### src/rtl/count_seq_monitor.sv
// Sequence monitor for a free-running up-counter: checks legal steps, counts wraps,
// flags compare matches and raises a level interrupt with acknowledge.
module count_seq_monitor #(
    parameter int CNT_W  = 4,
    parameter int WRAP_W = 8
) (
    input  logic              clk,
    input  logic              reset,
    input  logic              en,
    input  logic [CNT_W-1:0]  count_in,
    input  logic [CNT_W-1:0]  match_val,
    input  logic              match_en,
    input  logic              err_clr,
    input  logic              irq_ack,
    output logic [WRAP_W-1:0] wrap_cnt,
    output logic              wrap_pulse,
    output logic              match_pulse,
    output logic              restart_seen,
    output logic              seq_err,
    output logic              irq
);

    typedef enum logic [1:0] {
        IDLE,
        PRIME,
        RUN,
        ERR
    } state_t;

    localparam logic [CNT_W-1:0]  CNT_MAX  = '1;
    localparam logic [WRAP_W-1:0] WRAP_MAX = '1;

    state_t             state_q, state_d;
    logic [CNT_W-1:0]   prev_q, prev_d;
    logic [WRAP_W-1:0]  wrap_cnt_q, wrap_cnt_d;
    logic               wrap_pulse_q, wrap_pulse_d;
    logic               match_pulse_q, match_pulse_d;
    logic               restart_seen_q, restart_seen_d;
    logic               seq_err_q, seq_err_d;
    logic               irq_q, irq_d;

    logic               prev_is_max;
    logic               is_hold;
    logic               is_step;
    logic               is_wrap;
    logic               is_restart;
    logic               val_match;
    logic               enter_err;

    // A zero after a non-zero, non-max value means the upstream counter was reset.
    assign prev_is_max = (prev_q == CNT_MAX);
    assign is_hold     = (count_in == prev_q);
    assign is_step     = !prev_is_max && (count_in == prev_q + CNT_W'(1));
    assign is_wrap     = prev_is_max && (count_in == '0);
    assign is_restart  = (count_in == '0) && (prev_q != '0) && !prev_is_max;
    assign val_match   = match_en && (count_in == match_val);

    always_comb begin
        state_d        = state_q;
        prev_d         = prev_q;
        wrap_cnt_d     = wrap_cnt_q;
        wrap_pulse_d   = 1'b0;
        match_pulse_d  = 1'b0;
        restart_seen_d = restart_seen_q;
        enter_err      = 1'b0;

        unique case (state_q)
            IDLE: begin
                if (en) begin
                    state_d        = PRIME;
                    wrap_cnt_d     = '0;
                    restart_seen_d = 1'b0;
                end
            end

            PRIME: begin
                if (!en) begin
                    state_d = IDLE;
                end else begin
                    prev_d  = count_in;
                    state_d = RUN;
                end
            end

            RUN: begin
                if (!en) begin
                    state_d = IDLE;
                end else if (is_hold) begin
                    prev_d = count_in;
                end else if (is_step || is_wrap || is_restart) begin
                    prev_d        = count_in;
                    match_pulse_d = val_match;
                    if (is_wrap) begin
                        wrap_pulse_d = 1'b1;
                        if (wrap_cnt_q != WRAP_MAX) begin
                            wrap_cnt_d = wrap_cnt_q + WRAP_W'(1);
                        end
                    end
                    if (is_restart) begin
                        restart_seen_d = 1'b1;
                    end
                end else begin
                    state_d   = ERR;
                    enter_err = 1'b1;
                end
            end

            ERR: begin
                if (err_clr) begin
                    state_d = IDLE;
                end
            end

            default: begin
                state_d = IDLE;
            end
        endcase

        seq_err_d = (state_d == ERR);

        // A set event on the same edge as an acknowledge wins.
        if (match_pulse_d || enter_err) begin
            irq_d = 1'b1;
        end else if (irq_ack) begin
            irq_d = 1'b0;
        end else begin
            irq_d = irq_q;
        end
    end

    always_ff @(posedge clk) begin
        if (!reset) begin
            state_q        <= IDLE;
            prev_q         <= '0;
            wrap_cnt_q     <= '0;
            wrap_pulse_q   <= 1'b0;
            match_pulse_q  <= 1'b0;
            restart_seen_q <= 1'b0;
            seq_err_q      <= 1'b0;
            irq_q          <= 1'b0;
        end else begin
            state_q        <= state_d;
            prev_q         <= prev_d;
            wrap_cnt_q     <= wrap_cnt_d;
            wrap_pulse_q   <= wrap_pulse_d;
            match_pulse_q  <= match_pulse_d;
            restart_seen_q <= restart_seen_d;
            seq_err_q      <= seq_err_d;
            irq_q          <= irq_d;
        end
    end

    assign wrap_cnt     = wrap_cnt_q;
    assign wrap_pulse   = wrap_pulse_q;
    assign match_pulse  = match_pulse_q;
    assign restart_seen = restart_seen_q;
    assign seq_err      = seq_err_q;
    assign irq          = irq_q;

endmodule

### config.mk
export PLATFORM = sky130hd
export DESIGN_NAME = count_seq_monitor
export DESIGN_NICKNAME = d
export VERILOG_FILES = /design/src/rtl/count_seq_monitor.sv
export SDC_FILE = /design/constraint.sdc
export NUM_CORES = 1
export LEC_CHECK = 0
export ABC_AREA = 1
export CORE_ASPECT_RATIO = 0.6
export CORE_MARGIN = 2
export CORE_UTILIZATION = 35
export CTS_CLUSTER_SIZE = 8
export DETAILED_ROUTE_END_ITERATION = 10
export HOLD_SLACK_MARGIN = 0.06
export SLEW_MARGIN = 30
export SYNTH_ARGS = -nofsm -noshare
export SYNTH_HDL_FRONTEND = slang
export SYNTH_SLANG_ARGS = --single-unit
### constraint.sdc
create_clock -name clk -period 1.7 [get_ports clk]
set_input_delay 0.51 -clock clk [delete_from_list [all_inputs] [get_ports clk]]
set_output_delay 0.51 -clock clk [all_outputs]
set_load 0.005 [all_outputs]
==> results of run 1 <==
[worst register-to-register path, delay by kind of cell (launching register included)]
kind | cells | cell delay [ps]
simple gates | 7 | 780
fa+ha+maj | 1 | 220
flops | 1 | 360
buf+inv | 1 | 150
[cell type report]
class,count,area [um^2]
Fill cell,341,1460
Multi-Input combinational cell,160,821
Clock buffer,4,45.0
Timing Repair Buffer,50,443
Inverter,24,90.1
Sequential cell,19,393
Tap cell,45,56.3
[logic make-up (layout without fill, tap and decap cells)]
| logic type | Yosys count | after routing |
|---|---|---|
| AOI/OAI and AO/OA | 20 | 20 |
| xor gates and xnor gates | 4 | 4 |
| adders and majority gates | 3 | 3 |
| buffers and inverters | 26 | 78 |
| DFF | 19 | 19 |
| and+or+nand+nor | 133 | 133 |
[worst paths after layout]
path / start / end / depth (start not counted)
setup / recovery: wrap_cnt[2] / wrap_cnt[2] / 1
hold / removal: restart_seen / restart_seen / 2
hold reg to reg: restart_seen / restart_seen / 2
setup reg to reg: prev_q[1] / irq / 9
[power by group]
part | switching, W | internal, W | leakage [nW] | total, W
logic | 0.000141 | 0.000123 | 0.635 | 0.000264
clock network | 0.000153 | 0.000167 | 0.0228 | 0.000320
registers | 0.0000133 | 0.000460 | 0.158 | 0.000473
total | 0.000308 | 0.000750 | 0.816 | 0.00106
[registers in the layout, indices dropped and copies added (netlist names)]
signal and count:
prev_q 4, irq 1, seq_err 1, restart_seen 1
wrap_cnt 8, wrap_pulse 1, state_q 2, match_pulse 1
[per-layer routing]
layer	vias to the layer above	wire [um]
li1	752	-
met1	616	1930
met2	43	1170
met3	2	244
met4	0	19
met5	-	0
[timing repair]
action,4_1_cts,5_1_grt
hold endpoints to repair,0,0
setup endpoints to repair,18,17
pin swaps,1,7
gates resized for setup,11,24
gates cloned,0,0
buffers inserted,0,1
[through the flow]
| step | TNS (ps) | utilization, % | hold slack (ps) | setup slack (ps) | area, um^2 |
|---|---|---|---|---|---|
| 6_report | 0 | 55.9 | 468 | 31.0 | 1850 |
| 5_1_grt | -2.46 | 55.9 | 513 | -2.46 | 1850 |
| 4_1_cts | 0 | 53.4 | 481 | 8.63 | 1760 |
| 3_5_place_dp | -6110 | 51.7 | 470 | -409 | 1710 |
| 3_3_place_gp | -5960 | 51.7 | 463 | -410 | 1710 |
| 2_1_floorplan | 0 | - | 454 | 168 | 1230 |
[placed cells by master, fill, tap and decap left out, types with 3 or more instances in the layout]
cell,Yosys,final
dlygate4sd2_1,0,4
nand4_1,5,5
clkbuf_8,0,3
or2_2,4,4
nor3_1,4,3
inv_2,3,4
o21ai_0,5,4
buf_4,0,22
nand3_2,0,3
nor2_1,28,25
inv_1,21,20
nand3_1,19,15
nor2_2,2,4
a21oi_1,12,11
nand2_2,2,5
dfxtp_2,0,7
dfxtp_1,19,11
nand2_1,67,64
clkdlybuf4s50_1,0,21
==> metrics, run 1 <==
EDFF count, synth=0; Area Growth Syn to Fin=49.8%; synth unique cells=22; Post-route DRC=0; Worst Tran Pin Value=306 ps; initial core utilization=37.3%; max cap viols=0; 1st-iter DRT viols=77; WP data required=1190 ps; gpl congestion=0.907; synthesized area per cell=6.02 um^2; H-Tree Depth=1; clk slew on worst S/H paths=70 ps; Num Clock Sinks=19; DR WL/cell=11.1 um; largest family of logic cells by synthesized area=simple AND/OR/NAND/NOR gates; CTS tree=built; Design Power=0.00106 W; met2 global-route usage=22.2%; PwrDens=572 nW/um^2; critical path class=flop to primary output; CP endpoint kind=primary output; first-pass GRT wire length=5600 um; Clock Latency Late Sink=260 ps; Min Clock Period, post-route=1670 ps; # rows=16; leakage=0.816 nW; post-synthesis mux area share=0%; Post-Layout Cell Count=302; Synth Flop Type=dfxtp_1; relative slew slack=79.4%; IO buf count=26; cell family contributing the most delay on the critical path=buffers and inverters; Final setup viols=0; largest area contributor in the netlist=dfxtp_1; DP HPWL=2640 um; grt met1 use=30.3%; CTS Buffer Depth=2; Vias/cell=4.68; min-delay worst type=flop to flop; dpl cells=297; final clock skew=2.66 ps; register area share after synthesis=30.8%; GRT Util Overall=18.1%; CTS buffer count=3; grt ovf=0; core area=3300 um^2; vias in the first global route=1,206; Max FO, Critical Path=4; synthesized flop and latch total=19; Worst R2R Setup Slack=150 ps; Die ar.=4030 um^2; Top Usage Layer GRT=met1; Routed Antenna Nets=0; xor and xnor area share after synthesis=2.84%; critical path launch point type=flop; initial antenna violation count=0; largest net degree at the start of global routing=13; crit path cell chain=clkdlybuf4s50_1; fraction of registers with async set/reset=0%; Post-Synth Simple-Gate Area=46.5%; Final Max Tran Viols=0; status=finished clean; num ports=27; antenna cells=0; CTS root buf=clkbuf_8; synth warn=0; commonest cells in the netlist=67 x nand2_1, 28 x nor2_1, 21 x inv_1, 19 x dfxtp_1, 19 x nand3_1; hold_buf cts=0; CP bufs+invs=1; Crit path arrival time=1160 ps; met3 Resource Use GR=4.40%; layout cell share with drive strength beyond 1=24.5%; Synth Area in Compound Gates=8.32%; final hold vios=0; most common cell in the netlist=nand2_1; Max IR drop VDD=0.379 mV; Synth top area share=30.8%; drt total wl=3360 um; Total Nets Final=275; final worst path period share=98.2%; Mapped Cells=205; Cell Area, Synth=1230 um^2; fmax=0.599 GHz; Adder-Cell Fraction of Synth Area=3.04%; Horiz. Die Dim=80.6 um; DR vias=1,413; first-pass detailed-route iteration total=4; top cells by area, synth=dfxtp_1 31%, nand2_1 20%, nor2_1 8.5%; syn nets=222; CP peak stage delay=520 ps; Die Y=50.0 um; slowest stage cell, crit path=clkdlybuf4s50_1
No activity file was read; power rests on OpenSTA's default activity.
==> inputs of run 2 (changes only) <==
--- a/config.mk
+++ b/config.mk
@@ -7,7 +7,6 @@
 export LEC_CHECK = 0
 export ABC_AREA = 1
 export CORE_ASPECT_RATIO = 0.6
-export CORE_MARGIN = 2
 export CORE_UTILIZATION = 35
 export CTS_CLUSTER_SIZE = 8
 export DETAILED_ROUTE_END_ITERATION = 10
==> run 2 against run 1 <==
Via count down 3.5%. Design area down 1.6%. Clock skew up 0.77 ps. Total power down 0.76%. Global-route usage up 0.31 points. Sequential power about the same. Wire length down 5.4%. Register-to-register slack about the same. Critical path type unchanged.
==> metrics, run 2 (synthesis results as in run 1) <==
status=finished clean; IO buf count=26; layout cell share with drive strength beyond 1=22.7%; worst hold slack=464 ps; Max FO, Critical Path=6; hold_buf cts=0; Worst R2R Setup Slack=150 ps; initial core utilization=37.3%; CTS tree=built; max cap viols=0; routed wl met3=256 um; Post-Layout Cell Count=300; leakage=0.803 nW; Min Clock Period, post-route=1660 ps; Vias/cell=4.54; Worst Tran Pin Value=298 ps; drt total wl=3180 um; CP peak stage delay=510 ps; DP HPWL=2560 um; Total Nets Final=273; Post-route DRC=0; Num Clock Sinks=19; max reg flops=8; final hold vios=0; CTS root buf=clkbuf_8; relative slew slack=79.9%; Horiz. Die Dim=78.6 um; dpl cells=294; min-delay worst type=flop to flop; largest net degree at the start of global routing=11; vias in the first global route=1,095; CP bufs+invs=1; gpl congestion=0.912; DR vias=1,363; met2 wire length=1020 um; cell family contributing the most delay on the critical path=buffers and inverters; final worst path period share=97.6%; first-pass GRT wire length=5130 um; CTS buffer count=3; Routed Antenna Nets=0; WP data required=1190 ps; clk slew on worst S/H paths=70 ps; DR top layer=met4; critical path class=flop to primary output; DR WL/cell=10.6 um; CTS Buffer Depth=2; GRT Util Overall=18.4%; core area=3300 um^2; antenna cells=0; Max IR drop VDD=0.360 mV; Clock Latency Late Sink=260 ps; CP endpoint kind=primary output; Die Y=48.0 um; grt ovf=0; H-Tree Depth=1; first-pass detailed-route iteration total=4; num ports=27; commonest non-fill, non-tap cell in the layout=nand2_1; 1st-iter DRT viols=119; PwrDens=577 nW/um^2; Area Growth Syn to Fin=47.4%; most frequent cells in the layout=65 x nand2_1, 25 x nor2_1, 22 x clkdlybuf4s50_1; final clock skew=3.43 ps; Crit path arrival time=1150 ps; # rows=16; DRT met1 WL=1890 um; initial antenna violation count=0; critical path launch point type=flop; fin util=55.0%; fmax=0.603 GHz; slowest stage cell, crit path=clkdlybuf4s50_1; RSZ-0062 raised after global routing=yes; Die ar.=3770 um^2; crit path cell chain=clkdlybuf4s50_1; Final setup viols=0; Design Power=0.00105 W; Final Max Tran Viols=0
-- run 2: area by class of cell --
cell class	instances	area [um^2]
Inverter	24	90.1
Multi-Input combinational cell	160	798
Fill cell	343	1490
Sequential cell	19	395
Timing Repair Buffer	48	433
Tap cell	45	56.3
Clock buffer	4	45.0
-- run 2: metal layers --
metal	track usage, %	vias to the layer above
met1	29.4	565
li1	-	756
met4	2.22	0
met2	23.1	38
met5	0	-
met3	5.52	4
-- run 2: final timing paths --
kind / start / to / cells past startpoint
max reg2reg: prev_q[0] / wrap_cnt[4] / 8
min reg2reg: restart_seen / restart_seen / 2
min: restart_seen / restart_seen / 2
max: wrap_cnt[6] / wrap_cnt[6] / 1
-- run 2: power breakdown --
group	internal, W	switching [W]	total [W]
sequential	0.000460	0.0000150	0.000475
clock	0.000167	0.000146	0.000312
combinational	0.000126	0.000136	0.000262
-- run 2: through the flow --
stage / TNS [ps] / setup WS, ps / instance area (um^2)
final: 0 / 41.1 / 1820
after global routing: -82.5 / -28.6 / 1820
after CTS: 0 / 2.02 / 1750
after detailed placement: -5810 / -416 / 1700
after global placement: -6240 / -434 / 1700
after floorplan: 0 / 168 / 1230
-- run 2: repair_timing --
action,in CTS,in global routing
endpoints found under the setup margin,17,20
resized for setup,9,18
setup buffers,0,2
gates cloned,0,0
pin swaps,1,5
-- run 2: tightest hold or removal path, delay by kind of cell, from the launching register on --
kind	cells	cell delay (ps)
AO/OA/AOI/OAI	1	60
buffers and inverters	1	40
flip-flops	1	310
